$ cat src/rtl/handshake_constant_table_pkg.sv
// Shared constants, types and helpers for the handshake constant source
// and its elastic output stage.
package handshake_const_pkg;

  localparam int HC_MODE_FIXED = 0;
  localparam int HC_MODE_CYCLE = 1;

  // Occupancy of the two-entry elastic stage: nothing, main only, main and skid.
  typedef enum logic [1:0] {
    SKID_EMPTY,
    SKID_MAIN,
    SKID_FULL
  } skid_state_e;

  function automatic int idx_width(input int depth);
    return (depth > 1) ? $clog2(depth) : 1;
  endfunction

endpackage

$ cat src/rtl/handshake_constant_table_if.sv
// Control-in / data-out handshake bundle of the constant source.
interface handshake_constant_table_if #(
  parameter int DATA_WIDTH = 32
);

  logic                  ctrl_valid;
  logic                  ctrl_ready;
  logic [DATA_WIDTH-1:0] outs;
  logic                  outs_valid;
  logic                  outs_ready;

  modport master (
    output ctrl_valid,
    input  ctrl_ready,
    input  outs,
    input  outs_valid,
    output outs_ready
  );

  modport slave (
    input  ctrl_valid,
    output ctrl_ready,
    output outs,
    output outs_valid,
    input  outs_ready
  );

endinterface

$ cat src/rtl/handshake_constant_table_skid.sv
// Generic two-entry elastic register (main + skid) with a registered ready,
// so neither valid nor ready has a combinational path through this stage.
module handshake_skid_buffer
  import handshake_const_pkg::*;
#(
  parameter int DATA_WIDTH = 32
) (
  input  logic                  clk,
  input  logic                  rst_n,
  input  logic                  in_valid_i,
  output logic                  in_ready_o,
  input  logic [DATA_WIDTH-1:0] in_data_i,
  output logic                  out_valid_o,
  input  logic                  out_ready_i,
  output logic [DATA_WIDTH-1:0] out_data_o
);

  skid_state_e           state_q, state_d;
  logic                  ready_q, ready_d;
  logic [DATA_WIDTH-1:0] mainData_q, mainData_d;
  logic [DATA_WIDTH-1:0] skidData_q, skidData_d;
  logic                  inFire, outFire;

  assign inFire  = in_valid_i && ready_q;
  assign outFire = (state_q != SKID_EMPTY) && out_ready_i;

  always_ff @(posedge clk or negedge rst_n) begin
    if (!rst_n) begin
      state_q    <= SKID_EMPTY;
      ready_q    <= 1'b0;
      mainData_q <= '0;
      skidData_q <= '0;
    end else begin
      state_q    <= state_d;
      ready_q    <= ready_d;
      mainData_q <= mainData_d;
      skidData_q <= skidData_d;
    end
  end

  // Ready is only ever high when the skid slot is empty, so FULL never sees an accept.
  always_comb begin
    state_d    = state_q;
    mainData_d = mainData_q;
    skidData_d = skidData_q;
    case (state_q)
      SKID_EMPTY: begin
        if (inFire) begin
          state_d    = SKID_MAIN;
          mainData_d = in_data_i;
        end
      end
      SKID_MAIN: begin
        if (inFire && outFire) begin
          mainData_d = in_data_i;
        end else if (inFire) begin
          state_d    = SKID_FULL;
          skidData_d = in_data_i;
        end else if (outFire) begin
          state_d = SKID_EMPTY;
        end
      end
      SKID_FULL: begin
        if (outFire) begin
          state_d    = SKID_MAIN;
          mainData_d = skidData_q;
        end
      end
      default: state_d = SKID_EMPTY;
    endcase
    ready_d = (state_d != SKID_FULL);
  end

  always_comb begin
    out_valid_o = (state_q != SKID_EMPTY);
    out_data_o  = mainData_q;
    in_ready_o  = ready_q;
  end

endmodule

$ cat src/rtl/handshake_constant_table.sv
// Turns each accepted control token into one constant from a writable table,
// optionally stepping through the table, and emits it through a skid stage.
module handshake_constant_table
  import handshake_const_pkg::*;
#(
  parameter int                          DATA_WIDTH = 32,
  parameter int                          DEPTH      = 4,
  parameter logic [DEPTH*DATA_WIDTH-1:0] INIT       = '0,
  parameter int                          MODE       = HC_MODE_CYCLE,
  localparam int                         IDX_W      = idx_width(DEPTH)
) (
  input  logic                  clk,
  input  logic                  rst_n,
  handshake_constant_table_if.slave bus,
  input  logic                  idx_clear_i,
  input  logic                  wr_en_i,
  input  logic [IDX_W-1:0]      wr_addr_i,
  input  logic [DATA_WIDTH-1:0] wr_data_i
);

  logic [DATA_WIDTH-1:0] table_q [DEPTH];
  logic [IDX_W-1:0]      idx_q, idx_d;
  logic [IDX_W-1:0]      rdIdx;
  logic                  accept;
  logic [DATA_WIDTH-1:0] tokenData;

  assign accept    = bus.ctrl_valid && bus.ctrl_ready;
  assign rdIdx     = (MODE == HC_MODE_FIXED) ? '0 : idx_q;
  // Reads the pre-write table, so a same-cycle write to this entry lands on the next accept.
  assign tokenData = table_q[rdIdx];

  always_comb begin
    idx_d = idx_q;
    if (idx_clear_i || (MODE == HC_MODE_FIXED)) begin
      idx_d = '0;
    end else if (accept) begin
      idx_d = (idx_q == IDX_W'(DEPTH - 1)) ? '0 : idx_q + IDX_W'(1);
    end
  end

  always_ff @(posedge clk or negedge rst_n) begin
    if (!rst_n) begin
      idx_q <= '0;
    end else begin
      idx_q <= idx_d;
    end
  end

  // Only addresses that match a real entry are written; anything beyond DEPTH is dropped.
  always_ff @(posedge clk or negedge rst_n) begin
    if (!rst_n) begin
      for (int i = 0; i < DEPTH; i++) begin
        table_q[i] <= INIT[i*DATA_WIDTH +: DATA_WIDTH];
      end
    end else begin
      for (int i = 0; i < DEPTH; i++) begin
        if (wr_en_i && (wr_addr_i == IDX_W'(i))) begin
          table_q[i] <= wr_data_i;
        end
      end
    end
  end

  handshake_skid_buffer #(
    .DATA_WIDTH(DATA_WIDTH)
  ) uSkid (
    .clk         (clk),
    .rst_n       (rst_n),
    .in_valid_i  (bus.ctrl_valid),
    .in_ready_o  (bus.ctrl_ready),
    .in_data_i   (tokenData),
    .out_valid_o (bus.outs_valid),
    .out_ready_i (bus.outs_ready),
    .out_data_o  (bus.outs)
  );

endmodule

$ cat src/flat_wrapper.sv
// flat-port wrapper written by rule: the top's interface ports become plain ports
module handshake_constant_table_flat import handshake_const_pkg::*;
#(
  parameter int                          DATA_WIDTH = 32,
  parameter int                          DEPTH      = 4,
  parameter logic [DEPTH*DATA_WIDTH-1:0] INIT       = '0,
  parameter int                          MODE       = HC_MODE_CYCLE,
  localparam int                         IDX_W      = idx_width(DEPTH)
)
  (clk, rst_n, idx_clear_i, wr_en_i, wr_addr_i, wr_data_i, bus_ctrl_valid, bus_ctrl_ready, bus_outs, bus_outs_valid, bus_outs_ready);
  handshake_constant_table_if #(.DATA_WIDTH(DATA_WIDTH)) bus_i ();
  input  logic clk;
  input  logic rst_n;
  input  logic idx_clear_i;
  input  logic wr_en_i;
  input  logic [IDX_W-1:0] wr_addr_i;
  input  logic [DATA_WIDTH-1:0] wr_data_i;
  input wire logic [$bits(bus_i.ctrl_valid)-1:0] bus_ctrl_valid;
  output wire logic [$bits(bus_i.ctrl_ready)-1:0] bus_ctrl_ready;
  output wire logic [$bits(bus_i.outs)-1:0] bus_outs;
  output wire logic [$bits(bus_i.outs_valid)-1:0] bus_outs_valid;
  input wire logic [$bits(bus_i.outs_ready)-1:0] bus_outs_ready;
  assign bus_i.ctrl_valid = bus_ctrl_valid;
  assign bus_ctrl_ready = bus_i.ctrl_ready;
  assign bus_outs = bus_i.outs;
  assign bus_outs_valid = bus_i.outs_valid;
  assign bus_i.outs_ready = bus_outs_ready;
  handshake_constant_table #(.DATA_WIDTH(DATA_WIDTH), .DEPTH(DEPTH), .INIT(INIT), .MODE(MODE)) u_core (.clk(clk), .rst_n(rst_n), .bus(bus_i), .idx_clear_i(idx_clear_i), .wr_en_i(wr_en_i), .wr_addr_i(wr_addr_i), .wr_data_i(wr_data_i));
endmodule
$ cat config.mk
export PLATFORM = sky130hd
export DESIGN_NAME = handshake_constant_table_flat
export DESIGN_NICKNAME = d
export VERILOG_FILES = /design/src/rtl/handshake_constant_table_pkg.sv /design/src/rtl/handshake_constant_table_if.sv /design/src/rtl/handshake_constant_table_skid.sv /design/src/rtl/handshake_constant_table.sv /design/src/flat_wrapper.sv
export SDC_FILE = /design/constraint.sdc
export NUM_CORES = 1
export LEC_CHECK = 0
export BUFFER_PORTS_ARGS = -buffer_cell sky130_fd_sc_hd__buf_2
export CORE_MARGIN = 2
export CORE_UTILIZATION = 51
export CTS_CLUSTER_DIAMETER = 200
export CTS_CLUSTER_SIZE = 20
export DETAILED_ROUTE_END_ITERATION = 8
export GPL_TIMING_DRIVEN = 0
export HOLD_SLACK_MARGIN = 0.1
export PLACE_DENSITY = 0.8
export SLEW_MARGIN = 30
export SYNTH_ARGS = -nofsm -noshare
export SYNTH_HDL_FRONTEND = slang
export SYNTH_SLANG_ARGS = --single-unit
$ cat constraint.sdc
create_clock -name clk -period 4.6 [get_ports clk]
set_input_delay 0.23 -clock clk [delete_from_list [all_inputs] [get_ports clk]]
set_output_delay 0.23 -clock clk [all_outputs]
set_load 0.05 [all_outputs]
==> impl_metrics.py, run 1 <==
metrics = {
    "place": {
        "gp_congestion": 0.8217,
        "portBuffers": 73,
        "dpl.cell_count": 1005,
        "hpwl_um": 14660,
    },
    "die": {
        "die_h_um": 139.6,
        "io_pins": 74,
        "initial_core_util_pct": 51.99,
        "rows": 49,
        "dieArea_um2": 19480,
        "core_um2": 18020,
        "dieWidth_um": 139.6,
    },
    "logic_synthesis": {
        "muxShareOfSynthArea_pct": 29.80,
        "syn_inst": 701,
        "syn_nets": 742,
        "netlist_area_um2": 9371,
        "ys_seq_area_share_pct": 52.60,
        "ys_warn_count": 0,
        "synth-xor-area-share_pct": 0,
        "yosys.area_share.adder_pct": 0.1335,
        "yosys_register_bits": 197,
        "syn_avg_cell_area_um2": 13.37,
        "synth_top_family_by_area": "multiplexers",
        "yosys.area_share.simple_pct": 7.196,
        "synth_compound_area_share_pct": 6.676,
        "synth_cell_types": 33,
    },
    "clock_tree": {
        "cts-htree-levels": 4,
        "cts_root_buffer": "clkbuf_16",
        "hold_buffers": 34,
        "cts_tree": "yes",
        "cts.clk_slew.worst_paths_ps": 70,
        "insertion_delay_ps": 430,
        "clock_sinks": 197,
        "post_cts_resized": 0,
        "cts.path.max_buffers": 2,
        "cts_setup_buffers": 0,
        "cts_buffers": 17,
    },
    "route": {
        "vias_per_cell": 5.959,
        "drc": 0,
        "wirelength_um": 22070,
        "avgRoutedWirePerCell_um": 20.61,
        "met3_length_um": 1133,
        "routed.top_layer": "met4",
        "drt_first_pass_iters": 5,
        "ant_nets": 0,
        "wl_met1_um": 9770,
        "drtIter0Drc": 450,
        "wl_met2_um": 10800,
        "vias": 6382,
    },
    "sta": {
        "layout_min_cycle_time_ps": 1950,
        "max_freq_mhz": 512.9,
        "rsz0062_at_grt": "false",
        "setup_viol": 0,
        "maxSlewHeadroom_pct": 60.34,
        "drv_slew": 0,
        "whs_ps": 119.4,
        "timing.final.crit_share_pct": 42.39,
        "worst_clock_skew_ps": 8.774,
        "hold_viol_final": 0,
        "setup-tns-final_ps": 0,
        "worst_slew_pin_slew_ps": 594.9,
    },
    "global_routing": {
        "grt-ovfl-total": 0,
        "grt_use_total_pct": 23.40,
        "antenna_found_initial": 0,
        "grt_pass1_vias": 6602,
        "grt_max_degree": 76,
        "grt_pass1_wl_um": 35730,
    },
    "flow_run": {
        "cap_violations": 0,
    },
    "worst_setup_path": {
        "critPathBufInv": 4,
        "path_delay_family": "buffers and inverters",
        "cpPeakStageDelay_ps": 530,
        "cp_max_fo": 10,
        "start_kind": "input port",
        "criticalPathCategory": "in -> reg",
        "critPathArrivalTime_ps": 2260,
        "required_ps": 4910,
        "cp_slowest_cell": "dlygate4sd3_1",
        "end_kind": "flip-flop",
        "path_cells": "dlygate4sd3_1 > buf_2 > nand2b_1 > buf_2 > nor3b_4 > buf_6 > mux2_2",
        "worst_path_most_repeated_cell": "buf_2",
    },
    "outcome": {
        "status": "finished, final reports clean",
    },
    "cells_and_area": {
        "syn_to_final_growth_pct": 17.93,
        "drive_above_1_share_pct": 37.41,
        "num_antenna_cells": 0,
        "stdcell_count": 1071,
        "nets": 870,
    },
    "power": {
        "power.density_nw_per_um2": 559.8,
        "ir_drop_mv": 0.3894,
        "leakage_nw": 4.516,
    },
    "hold_path": {
        "hp-class": "in -> reg",
    },
}
## flip-flops by register name, summed over array words and instances (netlist names)
| signal | cells |
|---|---|
| u_core.uSkid.out_data_o | 32 |
| u_core.uSkid.in_ready_o | 1 |
| u_core.idx_q | 2 |
| u_core.table_q | 128 |
| u_core.uSkid.skidData_q | 32 |
| u_core.uSkid.state_q | 2 |
## Yosys cell counts
| cell | count | share of area, % |
|---|---|---|
| ha_1 | 1 | 0.13 |
| nor3b_4 | 1 | 0.20 |
| mux2_1 | 1 | 0.12 |
| mux2i_1 | 99 | 11 |
| buf_1 | 2 | 0.080 |
| nor2_1 | 3 | 0.12 |
| nand3b_1 | 34 | 2.7 |
| or2b_1 | 1 | 0.080 |
| buf_4 | 4 | 0.32 |
| mux2_2 | 159 | 19 |
| a41oi_2 | 4 | 0.69 |
| or3_1 | 32 | 2.1 |
| nand2_1 | 32 | 1.3 |
| a311oi_1 | 32 | 3.0 |
| a21o_1 | 1 | 0.080 |
| and2_1 | 1 | 0.067 |
| clkbuf_2 | 2 | 0.11 |
| a21oi_1 | 1 | 0.053 |
| clkbuf_1 | 18 | 0.72 |
| nand2b_1 | 1 | 0.067 |
| dfrtp_1 | 197 | 53 |
| or2_2 | 1 | 0.067 |
| buf_6 | 6 | 0.72 |
| nor2b_1 | 1 | 0.067 |
| inv_2 | 1 | 0.040 |
| o2bb2ai_1 | 1 | 0.093 |
| buf_2 | 30 | 1.6 |
| nand3_1 | 3 | 0.16 |
| a41oi_1 | 28 | 2.6 |
| nor3b_2 | 1 | 0.13 |
| o21ai_0 | 1 | 0.053 |
| a31o_2 | 1 | 0.093 |
| and3b_1 | 1 | 0.093 |
## stage by stage
step | instance area [um2] | utilization (%) | setup slack, ps | power (mW)
final | 11050 | 61.31 | 2650 | 6.187
after global routing | 11050 | 61.31 | 2627 | 6.465
after CTS | 11050 | 61.31 | 2679 | 6.202
after detailed placement | 10090 | 55.97 | 2776 | 4.606
after global placement | 10020 | 55.61 | 45.83 | 4.527
after floorplan | 9371 | - | 2828 | 4.018
## report_power, final
part / switching, mW / leakage (nW) / internal (mW) / total, mW
Clock: 0.647 / 0.289 / 0.925 / 1.57
Combinational: 1.26 / 1.90 / 0.806 / 2.06
Sequential: 0.314 / 2.33 / 2.24 / 2.55
## layer usage
layer	vias up	global-route usage, %
met1	3284	31.75
met5	-	0
met2	194	39.06
li1	2879	-
met3	25	4.646
met4	0	5.895
## layout by cell type, fill, tap and decap left out, types with 6 or more instances in the layout
master and instances:
clkbuf_16 17, nand3b_1 34, clkbuf_1 20, dfrtp_1 197, buf_2 102, mux2_2 159, buf_6 6, or3_1 32
a41oi_1 28, a311oi_1 32, nand2_1 32, dlygate4sd3_1 34, mux2i_1 99
## cell families (layout without fill, tap and decap cells)
| logic type | count (synthesis) | count (layout) |
|---|---|---|
| buffers and inverters | 63 | 204 |
| AOI/OAI and AO/OA | 69 | 69 |
| and+or+nand+nor | 112 | 112 |
| DFF | 197 | 197 |
| adders and majority gates | 1 | 1 |
| muxes | 259 | 259 |
## path summary, 6_finish.rpt
| kind | from | endpoint | slack [ps] | cells after the start |
|---|---|---|---|---|
| worst min-delay path | wr_data_i[19] | u_core.table_q[115] | 120 | 2 |
| worst max register to register | u_core.idx_q[1] | u_core.uSkid.skidData_q[12] | 2730 | 5 |
| worst min register to register | u_core.table_q[1] | u_core.table_q[1] | 510 | 1 |
| worst max-delay path | bus_outs_ready | u_core.uSkid.skidData_q[15] | 2650 | 7 |
| min in group asynchronous | rst_n | u_core.table_q[95] | 300 | 2 |
| max in group asynchronous | rst_n | u_core.table_q[77] | 3230 | 4 |
## layout make-up
class                   count  area, um2
inverters                   1      3.754
clock inverters            12      176.4
fillers                  1405       6973
repair buffers            109      770.7
multi-input cells         441       4105
flip-flops and latches    197       4930
clock buffers              20      446.7
well taps                 229      286.5
plain buffers              62      332.8
Note: power is estimated with default switching activity, not from simulation.
==> inputs of run 2 (changes only) <==
--- a/config.mk
+++ b/config.mk
@@ -5,6 +5,7 @@
 export SDC_FILE = /design/constraint.sdc
 export NUM_CORES = 1
 export LEC_CHECK = 0
+export ABC_AREA = 1
 export BUFFER_PORTS_ARGS = -buffer_cell sky130_fd_sc_hd__buf_2
 export CORE_MARGIN = 2
 export CORE_UTILIZATION = 51
==> constraint.sdc (replaced) <==
create_clock -name clk -period 1.9 [get_ports clk]
set_input_delay 0.095 -clock clk [delete_from_list [all_inputs] [get_ports clk]]
set_output_delay 0.095 -clock clk [all_outputs]
set_load 0.05 [all_outputs]
==> run 2 against run 1 <==
Register-to-register slack lost 2500 ps. Count of clock-buffer cells in the layout grew 1. Sequential share of layout area grew 3.3 points.
==> impl_metrics.py, run 2 <==
metrics = {
    "sta": {
        "drv_slew": 0,
        "timing.final.crit_share_pct": 87.67,
        "rsz0062_at_grt": "false",
        "worst_slew_pin_slew_ps": 603.9,
        "layout_min_cycle_time_ps": 1666,
        "setup_ws_ps": 234.3,
        "max_freq_mhz": 600.3,
        "maxSlewHeadroom_pct": 59.74,
        "setup_viol": 0,
        "hold_viol_final": 0,
        "worst_clock_skew_ps": 6.723,
    },
    "die": {
        "initial_core_util_pct": 52.08,
        "core_um2": 16520,
        "dieArea_um2": 17930,
        "dieWidth_um": 133.9,
        "rows": 47,
        "die_h_um": 133.9,
        "io_pins": 74,
    },
    "power": {
        "fin_total_pwr_mw": 14.81,
        "ir_drop_mv": 0.7986,
        "leakage_nw": 5.347,
        "power.density_nw_per_um2": 1441,
    },
    "worst_setup_path": {
        "r2r_setup_slack_ps": 230,
        "path_delay_family": "buffers and inverters",
        "cp_max_fo": 10,
        "endpoint": "u_core.uSkid.out_data_o[29]",
        "cpPeakStageDelay_ps": 460,
        "path_cells": "buf_2 > clkbuf_1 > nand3_1 > nand2_1 > nand2_1 > nand2_1 > nand2_1",
        "critPathBufInv": 2,
        "start_kind": "flip-flop",
        "critPathArrivalTime_ps": 1990,
        "criticalPathCategory": "reg -> reg",
        "path_depth": 7,
        "cp_slowest_cell": "clkbuf_1",
        "worst_path_most_repeated_cell": "nand2_1",
        "reg2reg_to": "u_core.uSkid.out_data_o[29]",
        "startpoint": "u_core.idx_q[1]",
        "reg2regPathDepth": 7,
        "reg2reg_from": "u_core.idx_q[1]",
        "end_kind": "flip-flop",
        "required_ps": 2230,
    },
    "route": {
        "vias_per_cell": 5.252,
        "ant_nets": 0,
        "vias": 7473,
        "avgRoutedWirePerCell_um": 15.22,
        "drc": 0,
        "drt_first_pass_iters": 5,
        "wirelength_um": 21650,
        "drtIter0Drc": 695,
    },
    "logic_synthesis": {
        "synth_area_leader_cell": "dfrtp_1",
        "ys_warn_count": 0,
        "netlist.area_leader.share_pct": 57.28,
        "syn_inst": 1060,
        "synth_cell_types": 18,
        "netlist_area_um2": 8606,
        "ys_seq_area_share_pct": 57.28,
        "async_flop_share_pct": 100.0,
        "yosys_register_bits": 197,
        "syn_avg_cell_area_um2": 8.119,
        "synth_area_leaders": "dfrtp_1 57%, nand2_1 20%, o21ai_1 9.3%",
        "synth_edf_count": 0,
        "synth_flop_cell": "dfrtp_1",
        "ys_top_cells_by_count": "454 x nand2_1, 197 x dfrtp_1, 160 x o21ai_1",
        "synth_most_common_cell": "nand2_1",
        "syn_nets": 1101,
    },
    "cells_and_area": {
        "drive_above_1_share_pct": 13.55,
        "seq_area_um2": 4930,
        "final_util_pct": 62.23,
        "layout_common_cells": "454 x nand2_1, 197 x dfrtp_1, 160 x o21ai_1",
        "num_antenna_cells": 0,
        "final_common_cell": "nand2_1",
        "max_flop_register": "u_core.table_q",
        "nFillCells": 1399,
        "syn_to_final_growth_pct": 19.50,
        "largest_reg_flops": 128,
        "nets": 1231,
        "multi_input_area_um2": 3173,
    },
    "global_routing": {
        "antenna_found_initial": 0,
        "grt_max_degree": 78,
        "grt-ovfl-total": 0,
        "grt_pass1_vias": 7063,
        "grt_use_total_pct": 25.69,
        "grt_pass1_wl_um": 36150,
    },
    "clock_tree": {
        "cts.clk_slew.worst_paths_ps": 70,
        "cts-htree-levels": 4,
        "clock_sinks": 197,
        "cts_buffers": 17,
        "insertion_delay_ps": 430,
        "cts_setup_buffers": 0,
        "cts.path.max_buffers": 2,
        "hold_buffers": 36,
        "cts_root_buffer": "clkbuf_16",
        "post_cts_resized": 0,
        "cts_tree": "yes",
    },
    "hold_path": {
        "hp-class": "in -> async",
    },
    "place": {
        "gp_congestion": 0.8566,
        "post-place-ws_ps": 267.4,
        "portBuffers": 73,
        "hpwl_um": 14300,
    },
    "flow_run": {
        "cap_violations": 0,
    },
    "outcome": {
        "status": "finished, final reports clean",
    },
}
==> run 2: cell count changes in the layout (fill, tap and decap cells not counted), moves of 8 or more <==
cell / change
a311oi_1: -32
a41oi_1: -28
buf_4: +8
inv_1: +33
mux2_2: -159
mux2i_1: -99
nand2_1: +422
nand3_1: +64
nand3b_1: -34
nor2_1: +66
o21ai_1: +160
or3_1: -32
==> run 2: power by group <==
part           leakage [nW]  switching (mW)  internal (mW)  total (mW)
Clock                 0.274            1.55           2.14        3.69
Sequential             2.47           0.590           5.31        5.90
Combinational          2.60            3.65           1.57        5.23
Total                  5.35            5.79           9.02        14.8
==> run 2: worst min-delay path by stage <==
stage	startpoint	endpoint	slack (ps)	cells after the start
floorplan	rst_n	u_core.idx_q[0]	-200	0
CTS	rst_n	u_core.table_q[100]	180	2
finish	rst_n	u_core.table_q[100]	170	2
global placement	idx_clear_i	u_core.idx_q[1]	310	2
global route	rst_n	u_core.table_q[100]	220	2
detailed placement	rst_n	u_core.table_q[100]	40	1
==> run 2: per-layer routing <==
metal	up-vias	track usage, %	routed length (um)
li1	3615	-	-
met1	3545	35.85	9621
met2	265	40.20	10010
met3	48	4.837	1419
met4	0	9.929	603
met5	-	0	0
==> run 2: cells by family (layout without fill, tap and decap cells) <==
group           count (synthesis)  in the layout  synth area share [%]
buf+inv                       105            248                 5.845
flops                         197            197                 57.28
simple gates                  593            593                 27.10
compound gates                164            164                 9.625
fa+ha+maj                       1              1                0.1454
==> run 2: layout make-up <==
cell class | count | area share, %
flip-flops and latches | 197 | 47.94
multi-input cells | 758 | 30.86
repair buffers | 111 | 7.690
clock buffers | 21 | 4.477
plain buffers | 65 | 3.431
well taps | 220 | 2.677
clock inverters | 11 | 1.472
inverters | 40 | 1.460
==> run 2: stage by stage <==
step                hold WS (ps)  TNS [ps]  instances  area [um2]
detailed placement         44.14         0       1355        9311
CTS                        178.4         0       1423       10280
global placement           306.9   -470680       1353        9246
global route               221.0         0       1423       10280
floorplan                 -200.6         0       1060        8606
finish                     166.5         0       1423       10280
==> inputs of run 3 (changes only) <==
--- a/config.mk
+++ b/config.mk
@@ -9,12 +9,14 @@
 export BUFFER_PORTS_ARGS = -buffer_cell sky130_fd_sc_hd__buf_2
 export CORE_MARGIN = 2
 export CORE_UTILIZATION = 51
+export CTS_BUF_LIST = sky130_fd_sc_hd__clkbuf_4 sky130_fd_sc_hd__clkbuf_8 sky130_fd_sc_hd__clkbuf_16
 export CTS_CLUSTER_DIAMETER = 200
 export CTS_CLUSTER_SIZE = 20
 export DETAILED_ROUTE_END_ITERATION = 8
 export GPL_TIMING_DRIVEN = 0
 export HOLD_SLACK_MARGIN = 0.1
 export PLACE_DENSITY = 0.8
+export SETUP_SLACK_MARGIN = 0.5
 export SLEW_MARGIN = 30
 export SYNTH_ARGS = -nofsm -noshare
 export SYNTH_HDL_FRONTEND = slang
==> run 3 against run 2 <==
Global-route usage fell by 0.061 points. Via count rose by 0.95%. Total power rose by 0.90%. Design area rose by 2.4%. Largest power group unchanged.
==> impl_metrics.py, run 3 (same netlist as run 2, synthesis figures left out) <==
metrics = {
    "route": {
        "wirelength_um": 22010,
        "vias": 7544,
        "drt_first_pass_iters": 5,
        "met3_length_um": 1326,
        "vias_per_cell": 5.283,
        "drc": 0,
        "ant_nets": 0,
        "avgRoutedWirePerCell_um": 15.41,
        "drtIter0Drc": 808,
        "wl_met2_um": 10560,
        "routed.top_layer": "met4",
        "wl_met1_um": 9692,
    },
    "clock_tree": {
        "cts.clk_slew.worst_paths_ps": 70,
        "cts.path.max_buffers": 2,
        "cts_buffers": 17,
        "cts_tree": "yes",
        "cts-htree-levels": 4,
        "clock_sinks": 197,
        "cts_root_buffer": "clkbuf_16",
        "insertion_delay_ps": 440,
    },
    "sta": {
        "worst_clock_skew_ps": 10.30,
        "hold_viol_final": 0,
        "max_freq_mhz": 714.5,
        "maxSlewHeadroom_pct": 60.23,
        "layout_min_cycle_time_ps": 1400,
        "worst_slew_pin_slew_ps": 596.6,
        "drv_slew": 0,
        "setup_viol": 0,
        "timing.final.crit_share_pct": 73.67,
        "rsz0062_at_grt": "true",
    },
    "power": {
        "ir_drop_mv": 0.8842,
        "power.density_nw_per_um2": 1420,
        "leakage_nw": 5.477,
    },
    "worst_setup_path": {
        "end_kind": "flip-flop",
        "criticalPathCategory": "reg -> reg",
        "critPathArrivalTime_ps": 1730,
        "cp_max_fo": 10,
        "start_kind": "flip-flop",
        "required_ps": 2230,
    },
    "flow_run": {
        "cap_violations": 0,
    },
    "place": {
        "portBuffers": 73,
        "gp_congestion": 0.8430,
        "placed_cell_area_um2": 9313,
        "hpwl_um": 14440,
    },
    "global_routing": {
        "grt-ovfl-total": 0,
        "grt_pass1_vias": 7259,
        "grt_use_total_pct": 25.63,
        "grt_max_degree": 90,
        "antenna_found_initial": 0,
        "grt_pass1_wl_um": 35800,
    },
    "cells_and_area": {
        "final_common_cell": "nand2_1",
        "drive_above_1_share_pct": 18.13,
        "final_util_pct": 63.71,
        "layout_common_cells": "428 x nand2_1, 196 x dfrtp_1, 160 x o21ai_1",
        "final_area_um2": 10530,
        "largest_reg_flops": 128,
        "max_flop_register": "u_core.table_q",
        "num_antenna_cells": 0,
        "syn_to_final_growth_pct": 22.33,
        "nets": 1237,
    },
    "hold_path": {
        "hp-class": "in -> async",
    },
    "die": {
        "initial_core_util_pct": 52.08,
        "die_h_um": 133.9,
        "core_um2": 16520,
        "rows": 47,
        "io_pins": 74,
        "dieWidth_um": 133.9,
        "dieArea_um2": 17930,
    },
    "outcome": {
        "status": "finished, final reports clean",
    },
}
run 3: area by class of cell:
type | count | area (um2)
Clock inverter | 12 | 115.1
Tap cell | 220 | 275.3
Inverter | 40 | 152.6
Timing Repair Buffer | 117 | 835.8
Multi-Input combinational cell | 758 | 3306
Clock buffer | 19 | 440.4
Buffer | 65 | 471.7
Fill cell | 1368 | 5997
Sequential cell | 197 | 4931
run 3: worst paths after layout:
path | start | endpoint | slack [ps] | depth (start not counted)
min | rst_n | u_core.table_q[69] | 150 | 2
max in group asynchronous | rst_n | u_core.table_q[53] | 1010 | 3
min in group clk | wr_en_i | u_core.table_q[96] | 190 | 4
max | u_core.idx_q[0] | u_core.uSkid.out_data_o[3] | 500 | 9
max reg2reg | u_core.idx_q[0] | u_core.uSkid.out_data_o[3] | 500 | 9
min reg2reg | u_core.uSkid.out_data_o[31] | u_core.uSkid.out_data_o[31] | 470 | 2
run 3: critical path: stages (launching register included):
cell     delay (ps)
dfrtp_1         430
inv_2            80
buf_12          150
buf_6           140
nand2_1          90
nand3_2         100
nand2_2         100
nand2_1          50
nand2_1          80
nand2_1          50
run 3: power by group:
group	switching (mW)	internal, mW
Combinational	3.81	1.78
Sequential	0.585	5.31
Clock	1.53	1.94
Total	5.92	9.03
run 3: routing by layer:
metal	GRT usage, %	vias up
met1	35.24	3636
met3	5.064	35
met5	0	-
li1	-	3625
met2	40.43	248
met4	10.17	0
run 3: timing repair:
| action | CTS | global route |
|---|---|---|
| setup endpoints to repair | 64 | 64 |
| pin swaps | 1 | 9 |
| buffers inserted | 0 | 6 |
| hold buffers | 36 | 0 |
| resized for setup | 30 | 63 |
| endpoints found under the hold margin | 334 | 0 |
run 3: through the flow:
| stage | cells | worst slack, ps | TNS [ps] | total power, mW | hold slack [ps] |
|---|---|---|---|---|---|
| after detailed placement | 1355 | 230.3 | 0 | 11.09 | 33.18 |
| final | 1428 | 500.4 | 0 | 14.95 | 152.3 |
| after floorplan | 1060 | 530.9 | 0 | 9.689 | -200.6 |
| after CTS | 1422 | 424.2 | 0 | 14.67 | 167.1 |
| after global routing | 1428 | 462.4 | 0 | 15.88 | 194.1 |
| after global placement | 1353 | -2757 | -470690 | 10.92 | 301.6 |
